$ cat config.mk
export PLATFORM = sky130hd
export DESIGN_NAME = ysyx_25040111_csru
export DESIGN_NICKNAME = d
export VERILOG_FILES = /design/src/rtl/ysyx_25040111_csru.sv
export SDC_FILE = /design/constraint.sdc
export NUM_CORES = 1
export LEC_CHECK = 0
export ABC_AREA = 0
export ABC_CLOCK_PERIOD_IN_PS = 10900
export CORE_ASPECT_RATIO = 0.75
export CORE_MARGIN = 2
export CORE_UTILIZATION = 25
export DETAILED_ROUTE_END_ITERATION = 8
export PLACE_DENSITY = 0.5
export RECOVER_POWER = 100
export SETUP_SLACK_MARGIN = 0.5
export SYNTH_ARGS = -nofsm -noshare
export SYNTH_HDL_FRONTEND = slang
export SYNTH_SLANG_ARGS = --single-unit
$ cat constraint.sdc
create_clock -name clock -period 10.9 [get_ports clock]
set_input_delay 2.18 -clock clock [delete_from_list [all_inputs] [get_ports clock]]
set_output_delay 2.18 -clock clock [all_outputs]
set_load 0.02 [all_outputs]
$ cat src/rtl/ysyx_25040111_csru.sv
// CSR/trap sequencing unit: drives the CSR file port over several cycles per instruction.
// Optional feature macro: CSRU_EBREAK_EN (op 5 traps as EBREAK instead of illegal).
module ysyx_25040111_csru #(
  parameter logic [3:0] CAUSE_ECALL   = 4'd11,
  parameter logic [3:0] CAUSE_ILLEGAL = 4'd2,
  parameter logic [3:0] CAUSE_EBREAK  = 4'd3
) (
  input  logic        clock,
  input  logic        reset,
  input  logic        in_valid,
  output logic        in_ready,
  input  logic [31:0] in_pc,
  input  logic [2:0]  in_op,
  input  logic [11:0] in_csr_addr,
  input  logic [31:0] in_rs1_data,
  input  logic        in_rs1_zero,
  output logic        out_valid,
  input  logic        out_ready,
  output logic        out_rd_wen,
  output logic [31:0] out_rd_data,
  output logic [31:0] out_npc,
  output logic        out_redirect,
  output logic        csr_ren,
  output logic        csr_wen,
  output logic        csr_err,
  output logic [11:0] csr_raddr,
  output logic [11:0] csr_waddr,
  output logic [31:0] csr_wdata,
  output logic [3:0]  csr_errtp,
  input  logic [31:0] csr_rdata
);

  localparam logic [2:0] OP_CSRRW  = 3'd0;
  localparam logic [2:0] OP_CSRRS  = 3'd1;
  localparam logic [2:0] OP_CSRRC  = 3'd2;
  localparam logic [2:0] OP_ECALL  = 3'd3;
  localparam logic [2:0] OP_MRET   = 3'd4;
  localparam logic [2:0] OP_EBREAK = 3'd5;

  localparam logic [11:0] ADDR_MTVEC = 12'h305;
  localparam logic [11:0] ADDR_MEPC  = 12'h341;

  typedef enum logic [2:0] {
    S_IDLE,
    S_READ,
    S_WRITE,
    S_RDEPC,
    S_TRAP_EPC,
    S_TRAP_CAUSE,
    S_RESP
  } state_t;

  state_t state, state_nxt;

  logic [2:0]  op_q;
  logic [11:0] addr_q;
  logic [31:0] rs1_q;
  logic        rs1z_q;
  logic [31:0] pc_q;
  logic [3:0]  cause_q;
  logic [31:0] wdata_q;
  logic [31:0] rd_data_q;
  logic        rd_wen_q;
  logic [31:0] npc_q;
  logic        redirect_q;

  logic        accept;
  state_t      acc_state;
  logic [3:0]  acc_cause;
  logic [31:0] new_val;
  logic        write_needed;
  logic        illegal_wr;

  assign accept = in_valid & in_ready;

  // Entry decode: where a freshly accepted op goes and which cause a trap would carry.
  always_comb begin
    acc_state = S_TRAP_EPC;
    acc_cause = CAUSE_ILLEGAL;
    case (in_op)
      OP_CSRRW, OP_CSRRS, OP_CSRRC: acc_state = S_READ;
      OP_MRET:                      acc_state = S_RDEPC;
      OP_ECALL:                     acc_cause = CAUSE_ECALL;
`ifdef CSRU_EBREAK_EN
      OP_EBREAK:                    acc_cause = CAUSE_EBREAK;
`else
      OP_EBREAK:                    acc_cause = CAUSE_ILLEGAL;
`endif
      default:                      acc_cause = CAUSE_ILLEGAL;
    endcase
  end

  always_comb begin
    new_val = csr_rdata;
    case (op_q)
      OP_CSRRW: new_val = rs1_q;
      OP_CSRRS: new_val = csr_rdata | rs1_q;
      OP_CSRRC: new_val = csr_rdata & ~rs1_q;
      default:  new_val = csr_rdata;
    endcase
  end

  assign write_needed = (op_q == OP_CSRRW) | ~rs1z_q;
  assign illegal_wr   = write_needed & (addr_q[11:10] == 2'b11);

  always_ff @(posedge clock or posedge reset) begin
    if (reset) state <= S_IDLE;
    else       state <= state_nxt;
  end

  always_comb begin
    state_nxt = state;
    in_ready  = 1'b0;
    out_valid = 1'b0;
    csr_ren   = 1'b0;
    csr_wen   = 1'b0;
    csr_err   = 1'b0;
    csr_raddr = '0;
    csr_waddr = '0;
    csr_wdata = '0;
    csr_errtp = '0;
    case (state)
      S_IDLE: begin
        in_ready = 1'b1;
        if (accept) state_nxt = acc_state;
      end
      S_READ: begin
        csr_ren   = 1'b1;
        csr_raddr = addr_q;
        if (illegal_wr)        state_nxt = S_TRAP_EPC;
        else if (write_needed) state_nxt = S_WRITE;
        else                   state_nxt = S_RESP;
      end
      S_WRITE: begin
        csr_wen   = 1'b1;
        csr_waddr = addr_q;
        csr_wdata = wdata_q;
        state_nxt = S_RESP;
      end
      S_RDEPC: begin
        csr_ren   = 1'b1;
        csr_raddr = ADDR_MEPC;
        state_nxt = S_RESP;
      end
      S_TRAP_EPC: begin
        csr_wen   = 1'b1;
        csr_waddr = ADDR_MEPC;
        csr_wdata = pc_q;
        state_nxt = S_TRAP_CAUSE;
      end
      S_TRAP_CAUSE: begin
        csr_err   = 1'b1;
        csr_errtp = cause_q;
        csr_ren   = 1'b1;
        csr_raddr = ADDR_MTVEC;
        state_nxt = S_RESP;
      end
      S_RESP: begin
        out_valid = 1'b1;
        if (out_ready) state_nxt = S_IDLE;
      end
      default: state_nxt = S_IDLE;
    endcase
  end

  always_ff @(posedge clock or posedge reset) begin
    if (reset) begin
      op_q       <= '0;
      addr_q     <= '0;
      rs1_q      <= '0;
      rs1z_q     <= 1'b0;
      pc_q       <= '0;
      cause_q    <= '0;
      wdata_q    <= '0;
      rd_data_q  <= '0;
      rd_wen_q   <= 1'b0;
      npc_q      <= '0;
      redirect_q <= 1'b0;
    end else begin
      case (state)
        S_IDLE: begin
          if (accept) begin
            op_q       <= in_op;
            addr_q     <= in_csr_addr;
            rs1_q      <= in_rs1_data;
            rs1z_q     <= in_rs1_zero;
            pc_q       <= in_pc;
            cause_q    <= acc_cause;
            rd_data_q  <= '0;
            rd_wen_q   <= 1'b0;
            npc_q      <= in_pc + 32'd4;
            redirect_q <= 1'b0;
          end
        end
        S_READ: begin
          // New value is staged so the write lands a cycle after the read.
          rd_data_q <= csr_rdata;
          wdata_q   <= new_val;
          if (illegal_wr) cause_q  <= CAUSE_ILLEGAL;
          else            rd_wen_q <= 1'b1;
        end
        S_RDEPC: begin
          npc_q      <= csr_rdata;
          redirect_q <= 1'b1;
        end
        S_TRAP_CAUSE: begin
          npc_q      <= {csr_rdata[31:2], 2'b00};
          redirect_q <= 1'b1;
        end
        default: ;
      endcase
    end
  end

  assign out_rd_wen   = rd_wen_q;
  assign out_rd_data  = rd_data_q;
  assign out_npc      = npc_q;
  assign out_redirect = redirect_q;

endmodule

==> impl_metrics.csv <==
group,metric,value,unit
place,gp_congestion,0.7437,
logic_synthesis,synthMuxAreaShare,0.001154,
logic_synthesis,synth.distinct_cells,51,
sta,fin_crit,7.955,ns
power,pwr-share-clk,0.193,
critical_path,critPathMaxFanout,45,
clocking,worstSkewPairLatency,0.45,ns
global_routing,grt_max_degree,126,
logic_synthesis,synthesis.area,0.008676,mm2
sta,tns,0,ns
global_routing,gr-usage-all-layers,0.1845,
logic_synthesis,synth_cells,953,
power,power_frac_seq,0.349,
sta,fin_crit_sh,0.7298,
logic_synthesis,ys_ff_latch,183,
sta,slew_viol_final,548,
global_routing,grt_antenna_before_repair,3,
logic_synthesis,synth_adder_area_share,0.001442,
die,rows,59,
power,p_switching,1485,uW
place,post-dp-hpwl,20.87,mm
finish,layout.nets,1274,
sta,setup_violations,0,
routing,via_count,7890,
critical_path,path_class,"reg -> out",
routing,drt_iter0_drc,545,
routing,ant_nets,0,
die,die_y,165.3,um
finish,final_cell_mix,"nand2_1, dfrtp_1, clkdlybuf4s50_1, dlygate4sd3_1, o21ai_0",
power,ir_drop,0.1153,mV
logic_synthesis,syn-num-nets,1070,
run_status,outcome,"finished with violations",
logic_synthesis,synth_top_family_by_area,"simple AND/OR/NAND/NOR gates",
clocking,cts_root_buf,"clkbuf_16",
die,chipWidth,219.1,um
sta,relSlewSlack,-2.881,
logic_synthesis,synth-simple-area-share,0.2362,
clocking,cts_num_sinks,183,
critical_path,critPathCaptureType,"output pin",
logic_synthesis,synthXorXnorAreaFrac,0.02827,
die,start_util,0.2522,
power,sw_frac_of_total,0.4188,
routing,drt-vias-per-instance,4.846,
sta,rsz0062_at_grt,"false",
routing,wl_per_cell,20.22,um
logic_synthesis,synth_edf_count,0,
critical_path,crit_path_start_kind,"flop",
run_status,violations,"capacitance limit, slew limit",
critical_path,rrSetupSlack,5.14,ns
logic_synthesis,synth_compound_area_frac,0.1664,
run,maxCapViolations,10,
sta,worstMarginPinSlew,5.790,ns
finish,layout_commonest_cell,"nand2_1",
power,powerDensity,293.4,mW/mm2
finish,drive_above_1_share,0.04701,
sta,fmax,125.7,MHz
sta,finalHoldViolations,0,
sta,holdWs,0.4794,ns
logic_synthesis,synth_area_per_cell,9.104,um2
critical_path,crit_required,8.72,ns
routing,drt_first_pass_iters,4,
routing,drt-total-wl,32.93,mm
die,die_area,0.03622,mm2
sta,fin_skew,0.01088,ns
clocking,hold_buffers,0,
die,core_area,0.03440,mm2
clocking,htreeDepth,4,
logic_synthesis,ys_seq_area_frac,0.5278,
logic_synthesis,ys_warn_count,0,
clocking,cts_tree,"yes",
global_routing,grt_pass1_wl,49.94,mm
clocking,cts.path.max_buffers,2,
logic_synthesis,synthFlopType,"dfrtp_1",
power,p_leak,0.005590,uW
global_routing,grt_pass1_vias,7884,
critical_path,crit_start,"state[0]",
finish,final_util,0.3513,
clocking,post_cts_buffers,0,
clocking,cts_made_buffers,17,
power,internal_power,2061,uW
place,port_buffers,245,
critical_path,cp.arrival,5.78,ns
critical_path,endpoint,"csr_raddr[0]",
min_path,hp-class,"reg -> reg",
power,pwr-share-comb,0.458,
clocking,cts.clk_slew.worst_paths,0.07,ns
routing,drc,0,
critical_path,rr_startpoint,"state[2]",
finish,syn_to_final_growth,39.28,%
die,io_pins,247,
logic_synthesis,async_reset_ff_frac,1.000,
critical_path,r2r_end,"out_npc[16]",
global_routing,grt_overflow,0,
critical_path,reg2regPathDepth,4,
clocking,cts_resized,0,
cell usage after synthesis, drive strengths merged (2+ instances only):
cell	count	area (um2)
a21o	6	45.04
a21oi	25	125.1
a22o	65	569.3
a22oi	35	262.8
a31oi	3	18.77
and2	20	125.1
and3	23	143.9
and3b	2	17.52
buf	45	226.5
clkbuf	25	93.84
dfrtp	183	4579
inv	3	11.26
nand2	304	1144
nand2b	2	12.51
nand3	47	250.2
nand4	12	75.07
nor2	18	70.07
nor3	13	92.59
nor3b	3	32.53
nor4	2	33.78
o21ai	71	355.3
or3	2	12.51
xnor2	8	70.07
xor2	20	175.2
stage by stage:
stage | setup slack (ns) | instances | area [um2] | power [uW]
finish | 2.945 | 1628 | 12080 | 3546
global route | 2.616 | 1627 | 12080 | 3803
CTS | 5.163 | 1627 | 12140 | 3670
detailed placement | 5.675 | 1595 | 11510 | 2963
global placement | 5.753 | 1595 | 11510 | 2948
floorplan | 3.748 | 953 | 8676 | 2160
cell type report:
type	count	area [um2]
Fill cell	3565	22320
Sequential cell	183	4579
Multi-Input combinational cell	697	3791
Timing Repair Buffer	255	2501
Tap cell	457	571.8
Clock buffer	18	429.2
Clock inverter	14	196.4
Inverter	3	12.51
Antenna cell	1	2.502
critical path, cell delays in order, from the launching register on:
cell and delay (ns):
dfrtp_1 0.66, nor2b_1 0.40, and2b_1 1.20, clkbuf_1 1.93
nand2_1 0.20, nand2_1 0.16, dlygate4sd3_1 0.68
worst min path at each step:
stage / end / from / cells past startpoint
after floorplan: cause_q[1] / cause_q[1] / 1
after global placement: cause_q[1] / cause_q[1] / 1
after detailed placement: pc_q[19] / pc_q[19] / 2
after CTS: pc_q[19] / pc_q[19] / 2
after global routing: cause_q[1] / cause_q[1] / 1
final: pc_q[27] / pc_q[27] / 2
kinds of logic after synthesis:
family,after synthesis
compound gates,213
buf+inv,73
flops,183
simple gates,453
other cells,1
fa+ha+maj,1
mux,1
xor+xnor,28
power groups by stage:
stage	logic, uW	registers (uW)	clock network (uW)
2_1_floorplan	843	1320	0
3_3_place_gp	1700	1240	0
3_5_place_dp	1720	1250	0
4_1_cts	1730	1240	706
5_1_grt	1790	1280	733
6_report	1630	1240	684
sequential cells by signal, indices dropped and copies added, names as in the netlist:
| name | flops |
|---|---|
| out_npc | 32 |
| out_rd_data | 32 |
| pc_q | 32 |
| rs1_q | 32 |
| wdata_q | 32 |
| addr_q | 12 |
| op_q | 3 |
| state | 3 |
| cause_q | 2 |
| out_rd_wen | 1 |
| out_redirect | 1 |
| rs1z_q | 1 |
routing by layer:
metal  global-route usage  vias to the layer above  wire (um)
li1                     -                     3689          -
met1               0.2690                     3898      16220
met2               0.2717                      284      13980
met3              0.05165                       17       2483
met4              0.03624                        2        229
met5                    0                        -         10
Power figures use the tool's default switching activity.
